File: config.mk
export PLATFORM = sky130hd
export DESIGN_NAME = dispatch_queue_ctrl
export DESIGN_NICKNAME = d
export VERILOG_FILES = /design/src/rtl/dispatch_queue_ctrl.sv
export SDC_FILE = /design/constraint.sdc
export NUM_CORES = 1
export LEC_CHECK = 0
export CAP_MARGIN = 15
export CELL_PAD_IN_SITES_DETAIL_PLACEMENT = 1
export CELL_PAD_IN_SITES_GLOBAL_PLACEMENT = 1
export CORE_UTILIZATION = 36
export DETAILED_ROUTE_END_ITERATION = 10
export HOLD_SLACK_MARGIN = 0.08
export MAX_ROUTING_LAYER = met4
export PLACE_DENSITY = 0.86
export SLEW_MARGIN = 20
export SYNTH_ARGS = -nofsm -noshare
export SYNTH_HDL_FRONTEND = slang
export SYNTH_SLANG_ARGS = --single-unit
File: constraint.sdc
create_clock -name clock -period 5.4 [get_ports clock]
set_clock_uncertainty 0.1 [all_clocks]
set_input_delay 1.08 -clock clock [delete_from_list [all_inputs] [get_ports clock]]
set_output_delay 1.08 -clock clock [all_outputs]
set_load 0.1 [all_outputs]
File: src/rtl/dispatch_queue_ctrl.sv
`default_nettype none
// ============================================================================
//  Module   : dispatch_queue_ctrl
//  Purpose  : Circular-FIFO controller driving the dispatch RAM, with a
//             2-entry prefetch buffer that hides the RAM's 1-cycle read latency.
//  Revision : 1.0 - initial release
// ============================================================================
module dispatch_queue_ctrl #(
    parameter int CORE        = 0,
    parameter int DATA_WIDTH  = 32,
    parameter int INDEX_WIDTH = 8
) (
    input  logic                   clock,
    input  logic                   reset,
    input  logic                   push_valid,
    output logic                   push_ready,
    input  logic [DATA_WIDTH-1:0]  push_data,
    output logic                   pop_valid,
    input  logic                   pop_ready,
    output logic [DATA_WIDTH-1:0]  pop_data,
    output logic                   ram_write,
    output logic [INDEX_WIDTH-1:0] ram_in_address,
    output logic [DATA_WIDTH-1:0]  ram_in_data,
    output logic                   ram_read,
    output logic [INDEX_WIDTH-1:0] ram_out_address,
    input  logic [DATA_WIDTH-1:0]  ram_out_data,
    output logic [INDEX_WIDTH+1:0] occupancy,
    input  logic                   report
);

    logic [INDEX_WIDTH-1:0] r_head;
    logic [INDEX_WIDTH-1:0] r_tail;
    logic [INDEX_WIDTH:0]   r_ram_count;
    logic                   r_inflight;
    logic [1:0]             r_buf_count;
    logic [DATA_WIDTH-1:0]  r_buf [2];
    logic                   r_buf_rd;
    logic                   r_buf_wr;
    logic [31:0]            r_cycle;

    logic                   w_push_fire;
    logic                   w_pop_fire;
    logic                   w_ram_read;
    logic [2:0]             w_pending;

    // RAM count never exceeds DEPTH, so its MSB alone flags "full".
    assign push_ready  = ~r_ram_count[INDEX_WIDTH];
    assign w_push_fire = push_valid & push_ready;
    assign pop_valid   = (r_buf_count != 2'd0);
    assign w_pop_fire  = pop_valid & pop_ready;

    // Slots the buffer will still owe after this cycle's pop; prefetch only if one is free.
    assign w_pending  = {1'b0, r_buf_count} + {2'b00, r_inflight} - {2'b00, w_pop_fire};
    assign w_ram_read = (r_ram_count != '0) && (w_pending < 3'd2);

    assign ram_write       = w_push_fire;
    assign ram_in_address  = r_tail;
    assign ram_in_data     = push_data;
    assign ram_read        = w_ram_read;
    assign ram_out_address = r_head;

    assign pop_data  = r_buf[r_buf_rd];
    assign occupancy = {1'b0, r_ram_count}
                     + {{(INDEX_WIDTH+1){1'b0}}, r_inflight}
                     + {{INDEX_WIDTH{1'b0}}, r_buf_count};

    always_ff @(posedge clock) begin
        if (reset) begin
            r_head      <= '0;
            r_tail      <= '0;
            r_ram_count <= '0;
            r_inflight  <= 1'b0;
            r_buf_count <= 2'd0;
            r_buf_rd    <= 1'b0;
            r_buf_wr    <= 1'b0;
            r_buf[0]    <= '0;
            r_buf[1]    <= '0;
            r_cycle     <= 32'd0;
        end else begin
            r_cycle     <= r_cycle + 32'd1;
            r_ram_count <= r_ram_count + {{INDEX_WIDTH{1'b0}}, w_push_fire}
                                       - {{INDEX_WIDTH{1'b0}}, w_ram_read};
            r_buf_count <= r_buf_count + {1'b0, r_inflight} - {1'b0, w_pop_fire};
            r_inflight  <= w_ram_read;
            if (w_push_fire) begin
                r_tail <= r_tail + 1'b1;
            end
            if (w_ram_read) begin
                r_head <= r_head + 1'b1;
            end
            if (r_inflight) begin
                r_buf[r_buf_wr] <= ram_out_data;
                r_buf_wr        <= ~r_buf_wr;
            end
            if (w_pop_fire) begin
                r_buf_rd <= ~r_buf_rd;
            end
        end
    end

`ifndef SYNTHESIS
    always_ff @(posedge clock) begin
        if (report) begin
            $display("core %0d cycle %0d head %0d tail %0d ram_count %0d inflight %0d buf_count %0d push %0b/%0b pop %0b/%0b",
                     CORE, r_cycle, r_head, r_tail, r_ram_count, r_inflight, r_buf_count,
                     push_valid, push_ready, pop_valid, pop_ready);
        end
    end
`endif

endmodule
`default_nettype wire

# [Word-level counts from Yosys, hierarchy flattened]
# Memories as Yosys holds them, arrays and structs flattened. A register that Yosys moved wholly into a read port is not among the register bits.
# Index checks and enable logic that the tools add are counted.
[word_totals] regBits=30 latchBits=0 ram_bits=64 rom_bits=0 out_inout_bits=94 word_cells=38 n_memories=1
[memory_table] memory="r_buf" depth=2 word_bits=32 read_ports=1 rd_ports_with_merged_regs=1 wr=2 line="36" text="logic [DATA_WIDTH-1:0] r_buf [2];"
[classes] n_addsub=10 mul=0 n_div=0 n_lt_le_gt_ge=1 n_eq_ne=0 shifts=0 mux=10 n_bitwise=5 reduce_logical=4
[op_table] operator="$mux 32" count=1
[op_table] operator="$reduce_or 32->1" count=1
[op_table] operator="$add 8x1->8 const B" count=2
[op_table] operator="$add 10x2->10" count=1
[op_table] operator="$add 9x1->10" count=1
[op_table] operator="$add 9x1->9" count=1
[op_table] operator="$mux 1" count=9
[op_table] operator="$reduce_bool 9->1" count=1
[op_table] operator="$sub 9x1->9" count=1
[op_table] operator="$add 2x1->3" count=1
[op_table] operator="$lt 3x2->1 const B" count=1
[op_table] operator="$not 1->1" count=3
[op_table] operator="$sub 3x1->3" count=1
[op_table] operator="$add 2x1->2" count=1
[op_table] operator="$and 1x1->1" count=2
[op_table] operator="$reduce_bool 2->1" count=1
[op_table] operator="$sub 2x1->2" count=1
[op_table] operator="$logic_and 1x1->1" count=1

# [Logic depth before layout (Yosys ltp)]
# Gate-level depths: netlist (run 1).
[logic_depth] ltp_word=6 depth_mapped=20 mapped_depth_nobuf=19

# [Worst setup path after synthesis (run 1)]
# No wires, ideal clock.
[synth_timing] path_type="input-to-reg" start="input pop_ready" end="register r_ram_count[8]" setup_time_ns=0.121 t_arrival_ns=4.856 setup_slack_ns=0.323 path_stages=19 path_cell_list="and2_1 > ha_1 > inv_1 > ha_1 > inv_1 > fa_1 > xnor2_2 > o311ai_2 > buf_4 > inv_1 > ha_1 > inv_1 > ha_1 > inv_1 > fa_1 > nor2b_4 > o311a_1 > o22ai_1 > mux2_2"
[synth_between] elab_chain_cells=5
[synth_lines] item="start, declared" line="19" text="input logic pop_ready,"
[synth_lines] item="$and 1x1->1" line="50" text="assign w_pop_fire = pop_valid & pop_ready;"
[synth_lines] item="$sub 3x1->3" line="53" text="assign w_pending = {1'b0, r_buf_count} + {2'b00, r_inflight} - {2'b00, w_pop_fire};"
[synth_lines] item="$lt 3x2->1" line="54" text="assign w_ram_read = (r_ram_count != '0) && (w_pending < 3'd2);"
[synth_lines] item="$logic_and 1x1->1" line="54"
[synth_lines] item="named net ram_read" line="24" text="output logic ram_read,"
[synth_lines] item="$sub 9x1->9" line="82" text="- {{INDEX_WIDTH{1'b0}}, w_ram_read};"
[synth_lines] item="end signal, assigned" line="81" text="r_ram_count <= r_ram_count + {{INDEX_WIDTH{1'b0}}, w_push_fire}"
[synth_lines] item="end, declared" line="33" text="logic [INDEX_WIDTH:0] r_ram_count;"
# The timed path passes the listed nets, and every way through them passes these cells.
# A chain may end at the register's enable or synchronous reset.

# [Worst setup path after layout (run 1)]
[layout_timing] start="input pop_ready" end="register r_ram_count[8]"
[layout_between] elab_chain_cells=5
[layout_lines] item="$and 1x1->1" line="50"
[layout_lines] item="named net w_pop_fire" line="42" text="logic w_pop_fire;"
[layout_lines] item="$sub 3x1->3" line="53"
[layout_lines] item="$lt 3x2->1" line="54"
[layout_lines] item="$logic_and 1x1->1" line="54"
[layout_lines] item="$sub 9x1->9" line="82"
# The timed path passes the listed nets, and every way through them passes these cells.

==> summary.md, run 1 <==
| Metric | Value |
|---|---|
| Wire per inst | 16.9 um |
| Setup TNS | 0 ps |
| Die Wd | 119 um |
| Startpoint Class | input pin |
| Synth area leaders | edfxtp_1 (39%), dfxtp_1 (13%), and2_1 (8.3%) |
| Cts hold-fix bufs | 0 |
| Io pins | 163 |
| ANT cells | 0 |
| Area grow syn2layout | 24.7% |
| Final Hold Fails | 0 |
| Tightest Pin Transition | 1030 ps |
| Critical path cell sequence | clkdlybuf4s50_1 > and2_1 > ha_1 > inv_1 > ha_1 > inv_1 > fa_1 > xnor2_2 > o311ai_2 > inv_1 > ha_1 > inv_1 > ha_1 > inv_1 > fa_1 > nor2b_4 > o311a_1 > o22ai_1 > mux2_2 |
| Min setup slack post-route | 786 ps |
| Clock sink count | 95 |
| Core area | 13300 um^2 |
| Seq cells post-synth | 95 |
| CTS H-tree depth | 3 |
| Cell mode on critical path | inv_1 |
| Synth Net Count | 517 |
| Hold Crit Start | ram_out_address[5] |
| Fmax | 217 MHz |
| Final setup violation count | 0 |
| Syn avg cell area | 11.7 um^2 |
| Initial antenna violation count | 0 |
| Top FF cell, synth | edfxtp_1 |
| Minimum clock period | 4610 ps |
| Reg clk slew, reported paths | 60 ps |
| Routed vias/inst | 4.92 |
| Crit path max fanout | 4 |
| Unrepaired setup endpoints after global routing | false |
| Clock latency on the worst-skew pair | 350 ps |
| Vias in the first global route | 3570 |
| First-pass GRT wire length | 18100 um |
| FFs w/ async S/R, synth | 0 |
| Hold Path Class | reg -> reg |
| Critical path's slowest cell | clkdlybuf4s50_1 |
| Netlist Area Pre-Place | 4920 um^2 |
| Max Cap Viol | 0 |
| Die height | 119 um |
| Mapped Cells | 421 |
| Overall Global Routing Usage | 0.171 |
| # Post-CTS Setup Buffers | 0 |
| Fillers | 1426 |
| DRT Wirelength | 11200 um |
| HPWL after DPL | 7820 um |
| Final Max Tran Viols | 0 |
| Crit path largest cell delay | 450 ps |
| Critical Path AT | 4750 ps |
| Routability cong. | 0.805 |
| CTS Buffer Depth | 2 |
| Yosys cell types | 49 |
| DR pass1 iterations | 6 |
| Worst r2r src | r_buf_count[1] |
| Floorplan row count | 42 |
| Pin count of the biggest net entering global routing | 39 |
| Share of cells above drive strength 1 | 0.131 |
| Gr ovfl total | 0 |
| Max_slew headroom | 0.310 |
| Post-synth EDFFs | 64 |
| Initial drt markers | 122 |
| Post-route ant nets | 0 |
| Run status | completed |
| Residual DRC count | 0 |
| CTS tree | yes |
| Clk root buf | clkbuf_16 |
| Via count | 3274 |
| Warnings, synthesis | 0 |
| Final net count | 581 |
| Initial Util | 0.370 |
| Die area | 14100 um^2 |
| CP required | 5530 ps |
| Bufs and invs on worst path | 6 |
| Critical path type | in -> reg |
| Top-area cell type share of the netlist area | 0.391 |
| Worst setup EP type | flop |
| Post-CTS sizing | 0 |
| Crit path from | pop_ready |
| Pre-CTS setup slack | 409 ps |
| Crit share post-route | 0.854 |
| Biggest area consumer among synthesized cells | edfxtp_1 |
| Critical path's top delay family | adder cells |
| Sequential area share after synthesis | 0.517 |
| TritonCTS Buffers | 9 |
| Count of buffers from port buffering | 97 |
[cells in the final DEF, fill, tap and decap left out, types with 2 or more instances in the layout]
cell,instances
a21oi_1,8
and2_1,65
and3_1,3
buf_4,6
clkbuf_16,9
clkdlybuf4s50_1,95
clkinv_4,2
clkinvlp_4,2
dfxtp_1,31
edfxtp_1,64
fa_1,4
ha_1,23
inv_1,24
mux2_2,34
mux2i_1,2
nand2_1,6
nand2b_1,2
nand3_1,7
nand4_1,7
nor2_1,22
nor2b_1,8
nor3_1,3
nor4_1,2
o21ai_0,5
o21bai_1,2
or2_2,2
or3_1,4
or4_1,4
xnor2_1,9
xor2_1,9
[layer usage]
metal  wire length [um]  track usage
met2               5780        0.299
met3                423       0.0388
met1               4850        0.192
met4                183       0.0554
met5                  0            -
[Yosys cell counts (2+ instances only)]
cell	count
a21oi_1	8
and2_1	65
and3_1	3
buf_2	5
buf_4	33
clkbuf_1	10
dfxtp_1	31
edfxtp_1	64
fa_1	4
ha_1	23
inv_1	24
mux2_2	34
mux2i_1	2
nand2_1	6
nand2b_1	2
nand3_1	7
nand4_1	7
nor2_1	22
nor2b_1	8
nor3_1	4
nor4_1	2
o21ai_0	6
o21bai_1	2
or2_2	2
or3_1	4
or4_1	4
xnor2_1	9
xor2_1	9
[through the flow]
stage	cell area, um^2	std cells	hold WS, ps	util
floorplan	4920	421	381	-
global placement	5860	650	367	0.441
detailed placement	5860	650	401	0.441
CTS	6130	666	417	0.461
global route	6130	666	438	0.461
finish	6130	666	413	0.461
[worst register-to-register path: cells and delay by family (launching register included)]
family                     cells  cell delay (ps)
DFF                            1              410
muxes                          1              280
AOI/OAI and AO/OA              3              440
adders and majority gates      6             1710
buffers and inverters          5              390
and+or+nand+nor                3              650
xor gates and xnor gates       1              160
[cell type report]
class,count,area [um^2],share of cell area
flip-flops and latches,95,2540,0.415
multi-input cells,253,1990,0.324
repair buffers,102,1020,0.166
clock buffers,10,229,0.0373
well taps,176,220,0.0359
inverters,24,90.1,0.0147
clock inverters,6,45.0,0.00735
[sequential cells by signal, indices dropped and copies added, names as in the netlist, named ones only]
name / cells
r_buf: 64
r_buf_count: 2
r_buf_rd: 1
r_buf_wr: 1
r_inflight: 1
r_ram_count: 9
ram_in_address: 8
ram_out_address: 8
[path summary, 6_finish.rpt]
path	to	slack (ps)	depth (start not counted)
setup / recovery	r_ram_count[8]	790	19
hold / removal	ram_out_address[5]	410	2
setup reg to reg	r_ram_count[8]	1170	19
hold reg to reg	ram_out_address[5]	410	2
[kinds of logic (layout without fill, tap and decap cells)]
logic type / count (synthesis) / in the layout / synth area share
and+or+nand+nor: 141 / 141 / 0.167
muxes: 36 / 36 / 0.0819
adders and majority gates: 27 / 27 / 0.0748
xor gates and xnor gates: 19 / 19 / 0.0354
DFF: 95 / 95 / 0.517
AOI/OAI and AO/OA: 30 / 30 / 0.0422
buffers and inverters: 73 / 142 / 0.0822
Power of run 1 is not shown: default switching activity piles up to over one toggle a cycle in this logic, so the estimate is an artifact.
==> run 2, diff against run 1 <==
--- a/config.mk
+++ b/config.mk
@@ -10,3 +10,3 @@
 export CELL_PAD_IN_SITES_GLOBAL_PLACEMENT = 1
-export CORE_UTILIZATION = 36
+export CORE_UTILIZATION = 38
 export DETAILED_ROUTE_END_ITERATION = 10
@@ -14,3 +14,3 @@
 export MAX_ROUTING_LAYER = met4
-export PLACE_DENSITY = 0.86
+export PLACE_DENSITY = 0.9
 export SLEW_MARGIN = 20
==> constraint.sdc (replaced) <==
create_clock -name clock -period 5.6 [get_ports clock]
set_clock_uncertainty 0.1 [all_clocks]
set_input_delay 1.12 -clock clock [delete_from_list [all_inputs] [get_ports clock]]
set_output_delay 1.12 -clock clock [all_outputs]
set_load 0.01 [all_outputs]
==> summary.md, run 2 (same netlist as run 1, synthesis figures left out) <==
| Metric | Value |
|---|---|
| Setup TNS | 0 ps (unchanged) |
| End of the worst register-to-register path | r_ram_count[6] |
| Post-route ant nets | 0 (unchanged) |
| Count of buffers from port buffering | 97 (unchanged) |
| CTS Buffer Depth | 2 (unchanged) |
| Crit path max fanout | 2 (-2) |
| Share of cells above drive strength 1 | 0.132 (+0.00150) |
| Critical path type | in -> out |
| Run status | completed |
| Die Wd | 116 um (-2.6%) |
| Max Cap Viol | 0 (unchanged) |
| Wire per inst | 17.5 um (+3.8%) |
| Routed vias/inst | 5.01 (+1.8%) |
| First-pass GRT wire length | 17900 um (-0.95%) |
| Max_slew headroom | 0.440 (+0.130) |
| Clock sink count | 95 (unchanged) |
| Residual DRC count | 0 (unchanged) |
| Hold Path Sink | ram_out_address[7] |
| Cts hold-fix bufs | 0 (unchanged) |
| Critical Path AT | 3520 ps (-1230 ps) |
| Hold Path Class | reg -> reg |
| Vias in the first global route | 3520 (-1.4%) |
| Hold Crit Start | ram_out_address[7] |
| Area grow syn2layout | 25.2% |
| Minimum clock period | 4740 ps |
| Startpoint Class | input pin |
| Initial antenna violation count | 0 (unchanged) |
| LEAKAGE | 2.38 nW |
| Final Max Tran Viols | 0 (unchanged) |
| Finished Cell Area | 6160 um^2 (+0.45%) |
| Initial Util | 0.390 (+0.0198) |
| Bufs and invs on worst path | 5 (-1) |
| P_int | 1.96 mW |
| Worst Hold Depth | 2 (unchanged) |
| Net switching power figure | 1.09 mW |
| Switching share of total power | 0.357 |
| Post-CTS sizing | 0 (unchanged) |
| Cell mode on critical path | inv_1 |
| Final net count | 583 (+0.34%) |
| Combinational cell fraction of total power | 0.476 |
| Clock share of power | 0.191 |
| Pwr/cell area | 496 nW/um^2 |
| Initial drt markers | 96 (-21%) |
| Leading cell types in the layout, fill and taps excluded | clkdlybuf4s50_1 (97), and2_1 (65), edfxtp_1 (64) |
| Die area | 13400 um^2 (-5.2%) |
| Unrepaired setup endpoints after global routing | false |
| Crit share post-route | 0.847 |
| Io pins | 163 (unchanged) |
| Clk root buf | clkbuf_16 |
| Floorplan row count | 41 (-2.4%) |
| Worst r2r src | r_buf_count[1] |
| Die height | 116 um (-2.6%) |
| Tightest Pin Transition | 839 ps (-192 ps) |
| Crit path largest cell delay | 540 ps (+90 ps) |
| Commonest non-fill, non-tap cell in the layout | clkdlybuf4s50_1 |
| ANT cells | 0 (unchanged) |
| Worst setup EP type | primary output |
| Reg clk slew, reported paths | 70 ps (about the same) |
| Reg2reg path depth | 19 (unchanged) |
| CTS H-tree depth | 3 (unchanged) |
| # Post-CTS Setup Buffers | 0 (unchanged) |
| Largest regs | r_buf: 64 flops, r_ram_count: 9 flops |
| Clock latency on the worst-skew pair | 350 ps (about the same) |
| Reg2Reg Setup Slack | 1450 ps (+280 ps) |
| CTS tree | yes |
| Largest reg by FF count | r_buf |
| Routability cong. | 0.798 (-0.94%) |
| Gr ovfl total | 0 (unchanged) |
| Overall Global Routing Usage | 0.184 (+0.0136) |
| Fmax | 211 MHz |
| Critical path's top delay family | buffers and inverters |
| CP required | 4380 ps (-1150 ps) |
| Area post-placement | 5850 um^2 (about the same) |
| DRT Wirelength | 11600 um (+3.4%) |
| Final setup violation count | 0 (unchanged) |
| Critical path cell sequence | clkdlybuf4s50_1 > and2_1 > ha_1 > inv_1 > ha_1 > inv_1 > fa_1 > xnor2_2 > o311ai_2 > inv_1 > clkdlybuf4s50_1 |
| Via count | 3324 (+1.5%) |
| TritonCTS Buffers | 9 (unchanged) |
| Final Hold Fails | 0 (unchanged) |
| HPWL after DPL | 8030 um (+2.8%) |
| Number of flip-flops in the largest register | 64 (unchanged) |
| Placed cells | 647 (-0.46%) |
| Critical path's slowest cell | clkdlybuf4s50_1 |
| DR pass1 iterations | 4 (-2) |
| Core area | 12600 um^2 (-5.1%) |
| Pin count of the biggest net entering global routing | 40 (+2.6%) |
| Post-Layout Cell Count | 664 (-0.30%) |
| Max IR drop VDD | 0.214 mV |
| Flop pwr share | 0.332 |
run 2: changes by cell type in the layout (fill, tap and decap cells not counted):
cell	previous run	this run
inv_6	1	3
clkdlybuf4s50_1	95	97
buf_12	1	0
clkinv_4	2	1
clkbuf_1	1	0
buf_16	0	1
run 2: tightest hold or removal path, delay by kind of cell (launching register included):
| kind | cells | cell delay (ps) |
|---|---|---|
| flip-flops | 1 | 330 |
| AO/OA/AOI/OAI | 2 | 120 |
run 2: area by class of cell:
| type | count | area (um^2) |
|---|---|---|
| fill | 1349 | 6460 |
| sequential | 95 | 2540 |
| timing repair buffer | 104 | 1040 |
| tap | 172 | 215 |
| clock inverter | 7 | 53.8 |
| inverter | 24 | 90.1 |
| clock buffer | 9 | 225 |
| multi-input combinational | 253 | 1990 |
run 2: metal layers:
layer  vias up  track usage  routed length [um]
li1       1550            -                   -
met1      1659        0.196                4610
met2        93        0.325                6140
met3        22       0.0413                 651
met4         0       0.0855                 222
met5         -            -                   0
run 2: per-stage QoR:
stage	utilization	hold slack, ps	total power, mW	worst slack (ps)
2_1_floorplan	-	381	1.91	1070
3_3_place_gp	0.464	364	2.38	744
3_5_place_dp	0.464	381	2.48	652
4_1_cts	0.486	393	3.08	839
5_1_grt	0.488	425	3.25	702
6_report	0.488	392	3.06	857
run 2: power by group through the flow:
stage	Sequential [mW]	Combinational (mW)	Clock [mW]
after floorplan	0.999	0.915	0
after global placement	1.02	1.37	0
after detailed placement	1.03	1.45	0
after CTS	1.02	1.46	0.598
after global routing	1.03	1.60	0.619
final	1.02	1.46	0.584
run 2: how the worst max path moves through the flow:
stage / depth (start not counted) / slack (ps) / start / to
4_1_cts: 11 / 840 / pop_ready / ram_read
2_1_floorplan: 19 / 1070 / pop_ready / r_ram_count[6]
3_3_place_gp: 19 / 740 / pop_ready / r_ram_count[8]
5_1_grt: 11 / 700 / pop_ready / ram_read
6_report: 11 / 860 / pop_ready / ram_read
3_5_place_dp: 19 / 650 / pop_ready / r_ram_count[6]
Power figures use the tool's default switching activity.
==> variant (flow settings as in run 1) <==
`INDEX_WIDTH`: 8 -> 6.
--- a/src/rtl/dispatch_queue_ctrl.sv
+++ b/src/rtl/dispatch_queue_ctrl.sv
@@ -9,5 +9,5 @@
     parameter int CORE        = 0,
     parameter int DATA_WIDTH  = 32,
-    parameter int INDEX_WIDTH = 8
+    parameter int INDEX_WIDTH = 6
 ) (
     input  logic                   clock,
Ports: changed (resized occupancy, ram_in_address and ram_out_address); port bits go from 163 to 157. No check against the original RTL was run, so the function may have changed too.
==> variant against run 1 <==
Routed wire length down 15%. Via count fell by 14%. Sequential share of layout area rose by 1.6 points. Maximum frequency increased by 4.5%. First-iteration DRC count is 19% lower. Register-to-register slack gained 0.25 ns. Synthesized area shrank 9.4%. Die area shrank 9.2%. Setup slack gained 0.20 ns. Sequential cell count decreased by 6. Cell area decreased by 8.4%. Critical path type unchanged.
Power is left out: the tool's default activity adds up to more than one toggle a clock period on the data nets, which glitch-free logic cannot reach.
==> variant: results (changes against run 1) <==
pre-CTS setup slack=0.608 ns (+0.199 ns); DR WL/cell=15.9 microns (-5.7%); via count of the first global-routing pass=3,066 (-14%); fraction of layout instances using a drive strength above 1=0.131 (+0.000724); first-pass GRT wire length=15.3 mm (-15%); worst-path fanout max=3 (-1); clock insertion delay at the later pin of the skew report=0.33 ns (-0.02 ns); net count of the mapped netlist=459 (-11%); # nets final=520 (-10%); Placer Congestion=0.730 (-9.3%); status=finished clean; pin count of the biggest net entering global routing=34 (-13%); mean cell area of the mapped netlist=12.1 sq um (+3.7%); detailed-placement wirelength estimate=6.58 mm (-16%); data arrival at the endpoint of the critical path=4.52 ns (-0.23 ns); dominant cells by area after synthesis=edfxtp_1 43%, dfxtp_1 11%, and2_1 9.1%; count of input and output buffers=91 (-6.2%); Placed Instances=586 (-9.8%); via count=2,828 (-14%); transition time of the tightest slew-check pin=1.01 ns (-0.0173 ns); number of inserted filler cells in the final layout=1,264 (-11%); Cell variety after synth=41 (-16%); registers with the most flip-flops=r_buf x64, r_ram_count x7; GRT Total Usage=0.162 (-0.00893); detail-routed via count per cell=4.70 (-4.4%); count of TritonRoute iterations in the first routing pass=4 (-2); register area share after synthesis=0.543 (+0.0264); first-iteration detailed-routing DRC count=99 (-19%); number of diodes added for antenna fixing=0 (unchanged); most common library cells after synthesis=65 x and2_1, 64 x edfxtp_1, 32 x buf_4
==> variant: cell count changes in the layout (fill, tap and decap cells not counted), sizes merged, moves of 3 or more <==
cell	run 1	this run
clkdlybuf4s50	95	89
dfxtp	31	25
inv	25	19
ha	23	18
nor2b	9	4
clkbuf	10	14
nand3	7	4
nand4	7	4
xor2	9	6
nor2	22	17
==> variant: worst max-delay path: stages <==
cell and delay, ns:
clkdlybuf4s50_1 0.46, and2_1 0.17, ha_1 0.24, inv_1 0.05, ha_1 0.13, inv_1 0.05
fa_1 0.40, xnor2_2 0.16, o211ai_2 0.09, inv_1 0.11, ha_1 0.30, inv_1 0.04
ha_1 0.19, fa_1 0.41, a21oi_1 0.23, o21ai_0 0.19, nand4b_1 0.13, o211ai_1 0.09
==> variant: path summary, 6_finish.rpt <==
path                        endpoint               start  slack [ns]  depth (start not counted)
hold / removal    ram_out_address[5]  ram_out_address[5]        0.38                          2
setup reg to reg      r_ram_count[6]      r_buf_count[1]        1.42                         18
hold reg to reg   ram_out_address[5]  ram_out_address[5]        0.38                          2
setup / recovery      r_ram_count[6]           pop_ready        0.99                         18
==> variant: metrics by stage <==
step,utilization,hold slack (ns),cell area [sq um]
after floorplan,-,0.381,4460
after global placement,0.443,0.365,5340
after detailed placement,0.443,0.378,5340
after CTS,0.466,0.386,5620
after global routing,0.466,0.409,5620
final,0.466,0.379,5620
==> variant: layer usage <==
| layer | part of all wire | global-route usage | up-vias |
|---|---|---|---|
| met3 | 0.054 | 0.0450 | 17 |
| met1 | 0.41 | 0.169 | 1389 |
| met2 | 0.52 | 0.294 | 78 |
| li1 | - | - | 1344 |
| met4 | 0.011 | 0.0509 | 0 |
| met5 | 0 | - | - |
==> variant: kinds of logic after synthesis <==
family | Yosys count | synth area share
compound gates | 19 | 0.0264
xor+xnor | 16 | 0.0331
fa+ha+maj | 22 | 0.0685
buf+inv | 66 | 0.0850
flops | 89 | 0.543
mux | 34 | 0.0853
simple gates | 122 | 0.158
==> variant: layout make-up <==
cell class / count / area [sq um] / share of cell area
Sequential cell: 89 / 2420 / 0.431
Clock buffer: 14 / 265 / 0.0472
Clock inverter: 2 / 12.5 / 0.00223
Inverter: 19 / 71.3 / 0.0127
Timing Repair Buffer: 97 / 963 / 0.171
Tap cell: 168 / 210 / 0.0374
Multi-Input combinational cell: 213 / 1670 / 0.298
